==> src/rtl/wm8731_i2c_target_pkg.sv <==
// Shared types and constants for the WM8731 control-port I2C target.
package wm8731_i2c_target_pkg;

  typedef enum logic [3:0] {
    S_IDLE,
    S_ADDR,
    S_ACK_A,
    S_DATA_H,
    S_ACK_H,
    S_DATA_L,
    S_ACK_L,
    S_WAIT_STOP,
    S_IGNORE
  } state_t;

  localparam logic [6:0] WM8731_ADDR = 7'h1A;

  localparam logic [6:0] REG_LLIN   = 7'h00;
  localparam logic [6:0] REG_RLIN   = 7'h01;
  localparam logic [6:0] REG_LHPOUT = 7'h02;
  localparam logic [6:0] REG_RHPOUT = 7'h03;
  localparam logic [6:0] REG_AAPC   = 7'h04;
  localparam logic [6:0] REG_DAPC   = 7'h05;
  localparam logic [6:0] REG_PDC    = 7'h06;
  localparam logic [6:0] REG_DAIF   = 7'h07;
  localparam logic [6:0] REG_SR     = 7'h08;
  localparam logic [6:0] REG_ACTIVE = 7'h09;
  localparam logic [6:0] REG_RESET  = 7'h0F;

  function automatic logic is_ack_state(input state_t s);
    return (s == S_ACK_A) || (s == S_ACK_H) || (s == S_ACK_L);
  endfunction

endpackage

==> src/rtl/wm8731_i2c_target_bus_sync.sv <==
// SCL/SDA synchroniser with registered START/STOP and SCL edge detection.
module i2c_bus_sync #(
  parameter int unsigned SYNC_STAGES = 2
) (
  input  logic clk,
  input  logic rst_n,
  input  logic scl_i,
  input  logic sda_i,
  output logic sda_o,
  output logic start_o,
  output logic stop_o,
  output logic rise_o,
  output logic fall_o
);

  logic [SYNC_STAGES-1:0] scl_sync_q;
  logic [SYNC_STAGES-1:0] sda_sync_q;
  logic scl_d1_q, sda_d1_q;
  logic start_q, stop_q, rise_q, fall_q;
  logic scl_s, sda_s;

  assign scl_s = scl_sync_q[SYNC_STAGES-1];
  assign sda_s = sda_sync_q[SYNC_STAGES-1];

  // Events are registered so they line up with the delayed SDA level in sda_d1_q.
  always_ff @(posedge clk or negedge rst_n) begin
    if (!rst_n) begin
      scl_sync_q <= '1;
      sda_sync_q <= '1;
      scl_d1_q   <= 1'b1;
      sda_d1_q   <= 1'b1;
      start_q    <= 1'b0;
      stop_q     <= 1'b0;
      rise_q     <= 1'b0;
      fall_q     <= 1'b0;
    end else begin
      scl_sync_q <= {scl_sync_q[SYNC_STAGES-2:0], scl_i};
      sda_sync_q <= {sda_sync_q[SYNC_STAGES-2:0], sda_i};
      scl_d1_q   <= scl_s;
      sda_d1_q   <= sda_s;
      start_q    <= scl_s & scl_d1_q & sda_d1_q & ~sda_s;
      stop_q     <= scl_s & scl_d1_q & ~sda_d1_q & sda_s;
      rise_q     <= scl_s & ~scl_d1_q;
      fall_q     <= ~scl_s & scl_d1_q;
    end
  end

  assign sda_o   = sda_d1_q;
  assign start_o = start_q;
  assign stop_o  = stop_q;
  assign rise_o  = rise_q;
  assign fall_o  = fall_q;

endmodule

==> src/rtl/wm8731_i2c_target.sv <==
// WM8731 control-port I2C target: acknowledges 3-byte writes and decodes register address/value.
module wm8731_i2c_target
  import wm8731_i2c_target_pkg::*;
#(
  parameter logic [6:0]  DEV_ADDR    = WM8731_ADDR,
  parameter int unsigned SYNC_STAGES = 2
) (
  input  logic        clk,
  input  logic        rst_n,
  input  logic        scl_i,
  input  logic        sda_i,
  output logic        sda_oe,
  output logic        pkt_valid,
  output logic [23:0] pkt_data,
  output logic [6:0]  reg_addr,
  output logic [8:0]  reg_data,
  output logic        pkt_err,
  output logic        busy
);

  logic sda_s, start_ev, stop_ev, rise_ev, fall_ev;

  i2c_bus_sync #(
    .SYNC_STAGES(SYNC_STAGES)
  ) u_sync (
    .clk    (clk),
    .rst_n  (rst_n),
    .scl_i  (scl_i),
    .sda_i  (sda_i),
    .sda_o  (sda_s),
    .start_o(start_ev),
    .stop_o (stop_ev),
    .rise_o (rise_ev),
    .fall_o (fall_ev)
  );

  state_t      state_q, state_d;
  logic [2:0]  bitcnt_q, bitcnt_d;
  logic [7:0]  shreg_q, shreg_d;
  logic [7:0]  hi_q, hi_d;
  logic        ack_drv_q, ack_drv_d;
  logic        overrun_q, overrun_d;
  logic [23:0] pkt_data_q, pkt_data_d;
  logic        pkt_valid_q, pkt_valid_d;
  logic        pkt_err_q, pkt_err_d;
  logic [7:0]  byte_w;

  assign byte_w = {shreg_q[6:0], sda_s};

  always_ff @(posedge clk or negedge rst_n) begin
    if (!rst_n) begin
      state_q     <= S_IDLE;
      bitcnt_q    <= '0;
      shreg_q     <= '0;
      hi_q        <= '0;
      ack_drv_q   <= 1'b0;
      overrun_q   <= 1'b0;
      pkt_data_q  <= '0;
      pkt_valid_q <= 1'b0;
      pkt_err_q   <= 1'b0;
    end else begin
      state_q     <= state_d;
      bitcnt_q    <= bitcnt_d;
      shreg_q     <= shreg_d;
      hi_q        <= hi_d;
      ack_drv_q   <= ack_drv_d;
      overrun_q   <= overrun_d;
      pkt_data_q  <= pkt_data_d;
      pkt_valid_q <= pkt_valid_d;
      pkt_err_q   <= pkt_err_d;
    end
  end

  always_comb begin
    state_d     = state_q;
    bitcnt_d    = bitcnt_q;
    shreg_d     = shreg_q;
    hi_d        = hi_q;
    ack_drv_d   = ack_drv_q;
    overrun_d   = overrun_q;
    pkt_data_d  = pkt_data_q;
    pkt_valid_d = 1'b0;
    pkt_err_d   = 1'b0;

    if (start_ev) begin
      if (state_q != S_IDLE && state_q != S_WAIT_STOP && state_q != S_IGNORE) begin
        pkt_err_d = 1'b1;
      end
      state_d   = S_ADDR;
      bitcnt_d  = '0;
      ack_drv_d = 1'b0;
      overrun_d = 1'b0;
    end else if (stop_ev) begin
      unique case (state_q)
        S_IDLE, S_IGNORE: ;
        S_WAIT_STOP: begin
          // shreg_q still holds the low byte: WAIT_STOP counts bits without shifting.
          if (overrun_q) begin
            pkt_err_d = 1'b1;
          end else begin
            pkt_valid_d = 1'b1;
            pkt_data_d  = {DEV_ADDR, 1'b0, hi_q, shreg_q};
          end
        end
        default: pkt_err_d = 1'b1;
      endcase
      state_d   = S_IDLE;
      bitcnt_d  = '0;
      ack_drv_d = 1'b0;
      overrun_d = 1'b0;
    end else begin
      unique case (state_q)
        S_ADDR, S_DATA_H, S_DATA_L: begin
          if (rise_ev) begin
            shreg_d  = byte_w;
            bitcnt_d = bitcnt_q + 3'd1;
            if (bitcnt_q == 3'd7) begin
              unique case (state_q)
                S_ADDR:   state_d = (byte_w == {DEV_ADDR, 1'b0}) ? S_ACK_A : S_IGNORE;
                S_DATA_H: begin
                  hi_d    = byte_w;
                  state_d = S_ACK_H;
                end
                default:  state_d = S_ACK_L;
              endcase
            end
          end
        end
        S_ACK_A, S_ACK_H, S_ACK_L: begin
          // First SCL fall starts driving the ACK, the fall after the 9th clock ends it.
          if (fall_ev) begin
            if (!ack_drv_q) begin
              ack_drv_d = 1'b1;
            end else begin
              ack_drv_d = 1'b0;
              unique case (state_q)
                S_ACK_A: state_d = S_DATA_H;
                S_ACK_H: state_d = S_DATA_L;
                default: state_d = S_WAIT_STOP;
              endcase
            end
          end
        end
        S_WAIT_STOP: begin
          if (rise_ev) begin
            bitcnt_d = bitcnt_q + 3'd1;
            if (bitcnt_q == 3'd7) begin
              overrun_d = 1'b1;
            end
          end
        end
        default: ;
      endcase
    end
  end

  always_comb begin
    sda_oe    = is_ack_state(state_q) & ack_drv_q;
    busy      = (state_q != S_IDLE);
    pkt_valid = pkt_valid_q;
    pkt_err   = pkt_err_q;
    pkt_data  = pkt_data_q;
    reg_addr  = pkt_data_q[15:9];
    reg_data  = pkt_data_q[8:0];
  end

endmodule

==> config.mk <==
export PLATFORM = sky130hd
export DESIGN_NAME = wm8731_i2c_target
export DESIGN_NICKNAME = d
export VERILOG_FILES = /design/src/rtl/wm8731_i2c_target_pkg.sv /design/src/rtl/wm8731_i2c_target_bus_sync.sv /design/src/rtl/wm8731_i2c_target.sv
export SDC_FILE = /design/constraint.sdc
export NUM_CORES = 1
export LEC_CHECK = 0
export ABC_AREA = 1
export ABC_CLOCK_PERIOD_IN_PS = 1400
export CORE_AREA = 4 4 87 69
export CTS_BUF_LIST = sky130_fd_sc_hd__clkbuf_8
export DETAILED_ROUTE_END_ITERATION = 8
export DIE_AREA = 0 0 91 73
export PLACE_DENSITY = 0.77
export SKIP_LAST_GASP = 1
export SLEW_MARGIN = 15
export SYNTH_ARGS = -nofsm -noshare
export SYNTH_HDL_FRONTEND = slang
export SYNTH_HIERARCHICAL = 1
export SYNTH_SLANG_ARGS = --single-unit
==> constraint.sdc <==
create_clock -name clk -period 1.4 [get_ports clk]
set_input_delay 0.14 -clock clk [delete_from_list [all_inputs] [get_ports clk]]
set_output_delay 0.14 -clock clk [all_outputs]
set_load 0.02 [all_outputs]
After elaboration in Yosys (flattened, before gate mapping)
Index checks and enable logic that the tools add are counted.
W data, S select, Z words.
{"block": "word_totals", "in_bits": 4, "register_bits": 54, "out_inout_bits": 44, "elab_cells": 106}
{"block": "op_classes", "n_eq_ne": 16, "mux": 33, "add_sub_neg": 1, "n_bitwise": 15, "reduce_logical": 24}
{"op": "$mux W4", "count": 7}
{"op": "$mux W1", "count": 18}
{"op": "$reduce_bool A3 Y1", "count": 6}
{"op": "$eq A4 B3 Y1 const B", "count": 4}
{"op": "$pmux W4 S2", "count": 2}
{"op": "$mux W3", "count": 4}
{"op": "$and A1 B1 Y1", "count": 8}
{"op": "$eq A4 B2 Y1 const B", "count": 2}
{"op": "$eq A8 B6 Y1 const B", "count": 1}
{"op": "$ne A4 B1 Y1 const B", "count": 2}
{"op": "$ne A4 B2 Y1 const B", "count": 2}
{"op": "$reduce_and A4 Y1", "count": 2}
{"op": "$reduce_bool A4 Y1", "count": 2}
{"op": "$not A1 Y1", "count": 7}
{"op": "$pmux W3 S2", "count": 1}
{"op": "$reduce_and A6 Y1", "count": 1}
{"op": "$reduce_or A3 Y1", "count": 2}
{"op": "$reduce_and A5 Y1", "count": 1}
{"op": "$eq A4 B1 Y1 const B", "count": 1}
{"op": "$eq A4 B4 Y1 const B", "count": 1}
{"op": "$logic_not A4 Y1", "count": 1}
{"op": "$ne A4 B3 Y1 const B", "count": 1}
{"op": "$ne A4 B4 Y1 const B", "count": 1}
{"op": "$reduce_and A2 Y1", "count": 2}
{"op": "other kinds (8)", "count": 10}

Depth between registers and ports, before layout
{"block": "logic_depth", "word_depth": 8, "mapped_depth": 10, "depth_no_buf": 10}

By module
Netlist, hierarchy kept.
{"module": "wm8731_i2c_target", "instances": 1, "cells_per_inst": 235, "area_each_um2": 2117.0}
{"module": "i2c_bus_sync", "instances": 1, "cells_per_inst": 21, "area_each_um2": 299.0}

Worst setup path after synthesis
Ideal clock, no wire load.
{"block": "synth_timing", "path_kind": "reg-to-reg", "startpoint": "reg bitcnt_q[0]", "endpoint": "reg state_q[1]", "setup_time_ns": 0.116, "t_arrival_ns": 1.249, "path_slack_ns": 0.035, "period_less_slack_ns": 1.365, "path_stages_with_launch": 11, "cell_sequence": "dfrtp_1 -> ha_1 -> ha_1 -> nand2_1 -> nand2_1 -> nor2_1 -> nor2_1 -> nand2_2 -> nor2_1 -> nand2_1 -> nand2_1"}
{"block": "synth_between", "elab_chain_cells": 3}
{"item": "start: declaration", "line": "wm8731_i2c_target.sv:38", "text": "logic [2:0] bitcnt_q, bitcnt_d;"}
{"item": "start signal: assignment", "line": "wm8731_i2c_target.sv:63", "text": "bitcnt_q <= bitcnt_d;"}
{"item": "$eq A3 B3 Y1", "line": "wm8731_i2c_target.sv:117", "text": "if (bitcnt_q == 3'd7) begin"}
{"item": "$ne A4 B2 Y1 (no source line)"}
{"item": "$reduce_and A5 Y1 (no source line)"}
{"item": "end signal: assignment", "line": "wm8731_i2c_target.sv:62", "text": "state_q <= state_d;"}
{"item": "end: declaration", "line": "wm8731_i2c_target.sv:37", "text": "state_t state_q, state_d;"}
Every way passes these cells.
A chain may end at the register's enable or synchronous reset.

Worst setup path after layout
{"block": "layout_timing", "startpoint": "reg state_q[3]", "endpoint": "reg pkt_data_q[3], in the netlist pkt_data[3]"}
{"block": "layout_between", "elab_chain_cells": 2}
{"item": "$eq A4 B3 Y1", "line": "wm8731_i2c_target.sv:94", "text": "unique case (state_q)"}
{"item": "$reduce_and A4 Y1 (no source line)"}
{"item": "end signal: assignment", "line": "wm8731_i2c_target.sv:68", "text": "pkt_data_q <= pkt_data_d;"}
{"item": "end: declaration", "line": "wm8731_i2c_target.sv:43", "text": "logic [23:0] pkt_data_q, pkt_data_d;"}
Every way passes these cells.

==> results_dict.tcl <==
set metrics [dict create \
    period_minus_slack_ns 1.487 \
    antennaDiodeCount 0 \
    slew_violations 0 \
    layout_commonest_cell "nand2_1" \
    end_kind "register" \
    grt_pass1_wl_um 8431 \
    synth_edf_count 0 \
    port_buffers 42 \
    p_leak_nw 1.781 \
    yosys_warnings 6 \
    synthCells 256 \
    clk_pin_slew_worst_paths_ns 0.10 \
    dr.pass1.iters 4 \
    cts_tree "done" \
    min_path_type "input pin to asynchronous set/reset pin" \
    cp-start-kind "register" \
    ys.flop_type "dfrtp_1" \
    die_h_um 73 \
    crit_type "register to register" \
    core_area_mm2 0.005180 \
    status "finished, violations left" \
    cp_slowest_cell "dfrtp_1" \
    critical_path_peak_fanout 20 \
    max_stage_delay_ns 0.43 \
    ys_types 24 \
    syn_to_final_growth_pct 32.83 \
    clk_latency_ns 0.32 \
    cap_violations 0 \
    powerDensity_mw_per_mm2 1524 \
    drive_above_1_share_pct 31.37 \
    finalSetupTns_ns -1.688 \
    min_period_over_period_pct 106.2 \
    reg2reg_from "state_q[3]" \
    yosysSeqAreaShare_pct 56.24 \
    synth_area_mm2 0.002416 \
    avgViaCountPerCell 4.745 \
    grt_pass1_vias 1853 \
    clockBufferDepth 2 \
    start_util_pct 46.64 \
    finalPower_mw 4.892 \
    hold_violations 0 \
    ys_ff_latch 54 \
    path_cells "buf_6 > nor2_4 > nand2_4 > nor3_4 > nand2_2 > buf_12 > nand2_1 > o21ai_2" \
    io_pins 48 \
    clock-skew-final_ns 0.01349 \
    yosys.area.top_type_share_pct 49.72 \
    fin_nets 327 \
    antenna_found_initial 0 \
    grt_max_degree 36 \
    drt_iter0_drc 93 \
    drc_errors 0 \
    h-tree-depth 2 \
    numCtsBuffers 5 \
    failed_checks "negative setup slack" \
    ant_nets 0 \
    clkSinkCount 54 \
    die_area_mm2 0.006643 \
    synth.avg_cell_area_um2 9.438 \
    globalplace.congestion 0.8266 \
    vias 1822 \
    irDropWorstVdd_mv 0.6839 \
    final_cell_mix "nand2_1, dfrtp_1, dlygate4sd2_1, buf_4, inv_1" \
    yosys-top-cells-area "dfrtp_1, nand2_1, buf_4" \
    async_flop_share_pct 100.0 \
    grt_usage_pct 16.25 \
    setup.worst_path.start "state_q[3]" \
    grt-ovfl-total 0 \
    fmax_mhz 672.5 \
    cp_data_required_time_ns 1.60 \
    fp-row-count 23 \
    detail_route.wl_per_cell_um 13.86 \
    cp.arrival_ns 1.69 \
    layout_setup_ws_ns -0.08703 \
    drt-total-wl_um 5321 \
    root_buffer "clkbuf_8" \
    yosys.area.top_type "dfrtp_1" \
    die_w_um 91 \
    setup_viol 38 \
    rsz0062_at_grt "yes" \
    dp_hpwl_um 3479 \
]
==> timing repair <==
action / in CTS / in global routing
gates resized for setup: 54 / 32
pin swaps: 9 / 9
gates cloned: 1 / 0
endpoints found under the hold margin: 48 / 0
setup buffers: 9 / 4
hold buffers: 1 / 0
endpoints found under the setup margin: 51 / 40
==> routing by layer <==
layer  share of wire (%)  track usage (%)  vias up
met1                  47            21.28      867
li1                    -                -      896
met3                 5.0            3.608        4
met2                  48            26.10       55
met5                   0                0        -
met4                0.83            7.525        0
==> Yosys cell counts, types with 2 or more instances <==
library cell and count:
a21oi_1 4, buf_4 24, buf_6 3, dfrtp_1 48, dfstp_2 6, ha_1 2
inv_1 19, inv_2 4, nand2_1 83, nand2_2 4, nand3_1 3, nor2_1 16
nor2_4 3, nor3_1 2, o21ai_0 12, o21ai_2 15
==> worst paths after layout <==
kind,to,slack [ns],cells after the start
min in group clk,u_sync/sda_sync_q[0],0.22,1
max in group asynchronous,u_sync/scl_d1_q,0.72,3
worst max-delay path,pkt_data[3],-0.09,8
worst min-delay path,ack_drv_q,0.18,2
worst max register to register,pkt_data[3],-0.09,8
worst min register to register,u_sync/scl_sync_q[1],0.36,0
==> worst max-delay path, delay by kind of cell (launching register included) <==
| kind | cells | cell delay (ns) |
|---|---|---|
| AND/OR/NAND/NOR | 5 | 0.56 |
| AO/OA/AOI/OAI | 1 | 0.05 |
| flip-flops | 1 | 0.43 |
| buffers and inverters | 2 | 0.31 |
==> per-stage QoR <==
step	instances	utilization, %	cell area, um2	setup WS (ns)	hold slack (ns)
after floorplan	260	-	2431	0.03470	-0.1556
after global placement	361	56.28	2915	-0.05028	-0.02265
after detailed placement	361	56.28	2915	-0.1047	-0.02483
after CTS	380	59.54	3084	-0.07416	0.1669
after global routing	384	61.96	3209	-0.1640	0.1876
final	384	61.96	3209	-0.08703	0.1754
==> area by class of cell <==
class	instances	area (um2)
repair buffers	80	706.9
fillers	427	1971
clock buffers	5	68.82
well taps	62	77.57
flip-flops and latches	54	1359
inverters	23	86.33
multi-input cells	157	889.6
clock inverters	3	21.27
==> state kept, by name, indices dropped and copies added (netlist names), 2 cells and up <==
signal	count
bitcnt_q	3
hi_q	8
pkt_data	17
shreg_q	8
state_q	4
u_sync/scl_sync_q	2
u_sync/sda_sync_q	2
==> power breakdown <==
part           switching [mW]  internal, mW
sequential              0.160          1.80
clock                   0.524         0.352
combinational            1.21         0.843
total                    1.90          2.99
==> kinds of logic (layout without fill, tap and decap cells) <==
| kind of cell | after synthesis | after routing | share of synthesized area [%] |
|---|---|---|---|
| DFF | 54 | 54 | 56.24 |
| and+or+nand+nor | 114 | 115 | 20.20 |
| xor gates and xnor gates | 1 | 1 | 0.3626 |
| buffers and inverters | 50 | 111 | 12.43 |
| AOI/OAI and AO/OA | 34 | 34 | 9.581 |
| adders and majority gates | 2 | 2 | 1.036 |
| other | 1 | 5 | 0.1552 |
Power figures use the tool's default switching activity.
==> variant 1: new RTL, same flow settings <==
Encoding of `state_t`: now Gray code (4 bits for 9 states).
--- a/src/rtl/wm8731_i2c_target_pkg.sv
+++ b/src/rtl/wm8731_i2c_target_pkg.sv
@@ -2,15 +2,15 @@
 package wm8731_i2c_target_pkg;
 
   typedef enum logic [3:0] {
-    S_IDLE,
-    S_ADDR,
-    S_ACK_A,
-    S_DATA_H,
-    S_ACK_H,
-    S_DATA_L,
-    S_ACK_L,
-    S_WAIT_STOP,
-    S_IGNORE
+    S_IDLE      = 4'b0000,
+    S_ADDR      = 4'b0001,
+    S_ACK_A     = 4'b0011,
+    S_DATA_H    = 4'b0010,
+    S_ACK_H     = 4'b0110,
+    S_DATA_L    = 4'b0111,
+    S_ACK_L     = 4'b0101,
+    S_WAIT_STOP = 4'b0100,
+    S_IGNORE    = 4'b1100
   } state_t;
 
   localparam logic [6:0] WM8731_ADDR = 7'h1A;
Function: same outputs for any inputs over 10 cycles, from zero or initial values and one cycle with rst_n low; not proved beyond that.
==> variant 1 against the original RTL <==
- the run still ends with setup timing left
- sequential cell count unchanged
- core utilization increased by 1.1 points
- total power increased by 4.8%
- first-iteration DRC count increased by 24%
- routed wire length decreased by 9.9%
- design area increased by 1.7%
- setup slack improved by 7.5 ps
- cell count increased by 2.3%
- synthesized area increased by 6.5%
- largest cell class unchanged
- largest power group unchanged
==> variant 1: results <==
[global_route]
grt_usage = 0.152
grt_max_degree = 46
grt_pass1_wl_mm = 8.02

[final_layout]
fillers = 435
drive_above_1_share = 0.296
nets = 336

[routing]
wl_per_cell_um = 12.2
routed-via-count = 1838
drt-initial-drc-count = 115

[yosys]
synth_top_area_frac = 0.467
synth-seq-area-share = 0.528
syn_area_per_cell_um2 = 9.26
synth_area_leaders = dfrtp_1 47%, nand2_1 14%, o21ai_2 7.8%
ys_types = 29
yosys-top-cells-count = 97 x nand2_1, 48 x dfrtp_1, 24 x buf_4

[run_status]
outcome = finished, violations left
violations = setup timing

[power]
vdd_drop_max_v = 0.000720
leakage_uw = 0.00180

[sta]
skew_ps = 6.80
setup_viol = 21
setup_slack_ps = -79.5

[clock_tree]
clock_latency_ps = 300

[placed_design]
post-place-ws_ps = -316
globalplace.congestion = 0.894
dp.cells = 379

[critical_path]
timing.rr.end = state_q[0]
r2r_cells = 9
path_max_fanout = 8
worstSetupStartpoint = state_q[0]
[variant 1: changes by cell type after synthesis, moves of 3 or more]
cell / before / now
nand2_1: 83 / 97
o21ai_0: 12 / 3
o21ai_2: 15 / 23
inv_1: 19 / 23
nor2_1: 16 / 13
[variant 1: worst max-delay path, stage by stage, from the launching register on]
cell and delay [ps]:
dfrtp_1 430, buf_4 160, nor2_1 180, nand2_2 100, nand3_4 170, nand2_4 70
nand3_4 100, inv_1 50, nand2_1 60, nand2_1 50
[variant 1: worst min path at each step]
stage / end / cells past startpoint / startpoint / slack (ps)
global route: u_sync/sda_sync_q[0] / 1 / sda_i / 240
finish: u_sync/rise_o / 2 / rst_n / 230
global placement: u_sync/fall_o / 1 / rst_n / 30
CTS: u_sync/fall_o / 2 / rst_n / 230
floorplan: ack_drv_q / 0 / rst_n / -160
detailed placement: u_sync/fall_o / 1 / rst_n / 30
[variant 1: cell type report]
type	instances	area (um2)	area share
clock buffers	6	82.6	0.0253
clock inverters	2	33.8	0.0103
inverters	27	101	0.0310
multi-input cells	173	988	0.303
flip-flops and latches	54	1360	0.417
well taps	62	77.6	0.0238
repair buffers	69	619	0.190
[variant 1: per-stage QoR]
step | hold slack, ps | TNS [ps] | total power (uW) | instance area, um2
after floorplan | -156 | 0 | 3210 | 2590
after global placement | 28.8 | -1130 | 3890 | 3050
after detailed placement | 30.0 | -915 | 3930 | 3050
after CTS | 231 | -359 | 5000 | 3170
after global routing | 236 | -3830 | 5450 | 3260
final | 233 | -457 | 5120 | 3260
[variant 1: cell families after synthesis]
| logic type | Yosys count | synth area share |
|---|---|---|
| and+or+nand+nor | 132 | 0.232 |
| other | 1 | 0.00146 |
| adders and majority gates | 2 | 0.00972 |
| AOI/OAI and AO/OA | 34 | 0.102 |
| DFF | 54 | 0.528 |
| buffers and inverters | 55 | 0.127 |
[variant 1: per-layer routing]
metal  global-route usage  part of all wire  up-vias
li1                     -                 -      947
met1                0.216              0.50      833
met2                0.224              0.43       49
met3               0.0412             0.054        9
met4               0.0569             0.016        0
met5                    0                 0        -
[variant 1: report_power, final]
group          leakage, uW  total (uW)  switching (uW)  internal (uW)
Clock            0.0000626        1040             469            576
Sequential        0.000713        1980             190           1800
Combinational      0.00103        2100            1230            860
[variant 1: what timing repair did]
action,4_1_cts,5_1_grt
hold buffers,1,0
gates resized for setup,52,24
setup endpoints to repair,65,43
setup buffers,4,0
gates cloned,0,1
pin swaps,1,2
endpoints found under the hold margin,9,0
==> variant 2: new RTL, same flow settings <==
Without the edit above. `SYNC_STAGES` is set to 2 in 2 places; all go to 4.
--- a/src/rtl/wm8731_i2c_target_bus_sync.sv
+++ b/src/rtl/wm8731_i2c_target_bus_sync.sv
@@ -1,6 +1,6 @@
 // SCL/SDA synchroniser with registered START/STOP and SCL edge detection.
 module i2c_bus_sync #(
-  parameter int unsigned SYNC_STAGES = 2
+  parameter int unsigned SYNC_STAGES = 4
 ) (
   input  logic clk,
   input  logic rst_n,
--- a/src/rtl/wm8731_i2c_target.sv
+++ b/src/rtl/wm8731_i2c_target.sv
@@ -3,7 +3,7 @@
   import wm8731_i2c_target_pkg::*;
 #(
   parameter logic [6:0]  DEV_ADDR    = WM8731_ADDR,
-  parameter int unsigned SYNC_STAGES = 2
+  parameter int unsigned SYNC_STAGES = 4
 ) (
   input  logic        clk,
   input  logic        rst_n,
Formal check against the unedited RTL: not equivalent (a bounded check fails within 10 cycles, from zero or initial values and one cycle with rst_n low).
==> variant 2 against the original RTL <==
- the flow still finishes with violations (setup timing)
- synthesized area grew 4.4%
- design area grew 4.5%
- critical path type unchanged
- critical path depth is the same
- setup slack gained 42 ps
- synthesized cell count grew 1.6%
- largest power group is now registers
- total power grew 7.3%
- global-route usage grew 0.056 points
- sequential cell count grew 4
- combinational power shrank 20%
- routed wire length shrank 8.9%
==> variant 2: results <==
[critical_path]
cp_slowest_cell = dfrtp_1
cp.arrival_ps = 1670
timing.rr.end = pkt_data[4]

[yosys]
ys_types = 24
synth-xor-area-share = 0.00347
synth-seq-area-share = 0.581
synth_compound_area_frac = 0.0918
synth_area_leaders = dfrtp_1 48%, nand2_1 12%, dfstp_2 10%
synth-adder-area-share = 0.00993
synth_cells = 260

[sta]
hold_ws_ps = 206
finalSetupTns_ps = -355
fin_crit_ps = 1450
setup_viol = 16
setup_slack_ps = -45.3

[clock_tree]
numCtsBuffers = 9
htree_levels = 3
clock_latency_ps = 340
path_clk_slew_ps = 60
ctsResizeCount = 56

[final_layout]
fillers = 447
final_cells = 387
nets = 326
areaGrowthSynthToFinish_pct = 33.0
drive_above_1_share = 0.295

[routing]
drt-initial-drc-count = 103
avgViaCountPerCell = 4.71
route.met2.wl_mm = 2.30
met1_length_mm = 2.05
finalWirelength_mm = 4.85
route.met3.wl_um = 393

[placed_design]
post-place-ws_ps = -108
place_hpwl_mm = 3.26
placedInstanceArea_um2 = 3070
globalplace.congestion = 0.871

[global_route]
grt_max_degree = 59
grt_pass1_wl_mm = 8.24
grt_usage = 0.163
met3_usage = 0.0825
grt.met1_usage = 0.192
grt_pass1_vias = 1810
met2_usage = 0.259

[power]
seq_power_uw = 2090
p_sw_frac = 0.333
vdd_drop_max_v = 0.000727
combPwrFrac = 0.314
leakage_uw = 0.00184

[run_status]
outcome = finished, violations left
violations = setup timing

[worst_hold_path]
holdCritPathClass = in -> reg
variant 2: cell count changes after synthesis, sizes merged:
cell / before / now
dfstp: 6 / 10
variant 2: worst register-to-register path, cell delays in order, from the launching register on:
cell and delay, ps:
dfrtp_1 420, buf_6 140, nor2_4 110, nand2_2 80
nor3_4 160, nand2_4 130, buf_12 180, nand2_1 80
o21ai_2 50
variant 2: kinds of logic (layout without fill, tap and decap cells):
logic type	after synthesis	in the layout
other	1	5
XOR/XNOR	1	1
AO/OA/AOI/OAI	34	34
adder cells (fa/ha/maj)	2	2
AND/OR/NAND/NOR	114	114
buffers and inverters	50	111
flip-flops	58	58
variant 2: area by class of cell:
class                      count  area, um2  area share
sequential                    58       1460       0.437
multi-input combinational    156        852       0.254
timing repair buffer          72        673       0.201
clock buffer                  11        151      0.0451
inverter                      23       88.8      0.0265
tap                           62       77.6      0.0231
clock inverter                 5       46.3      0.0138
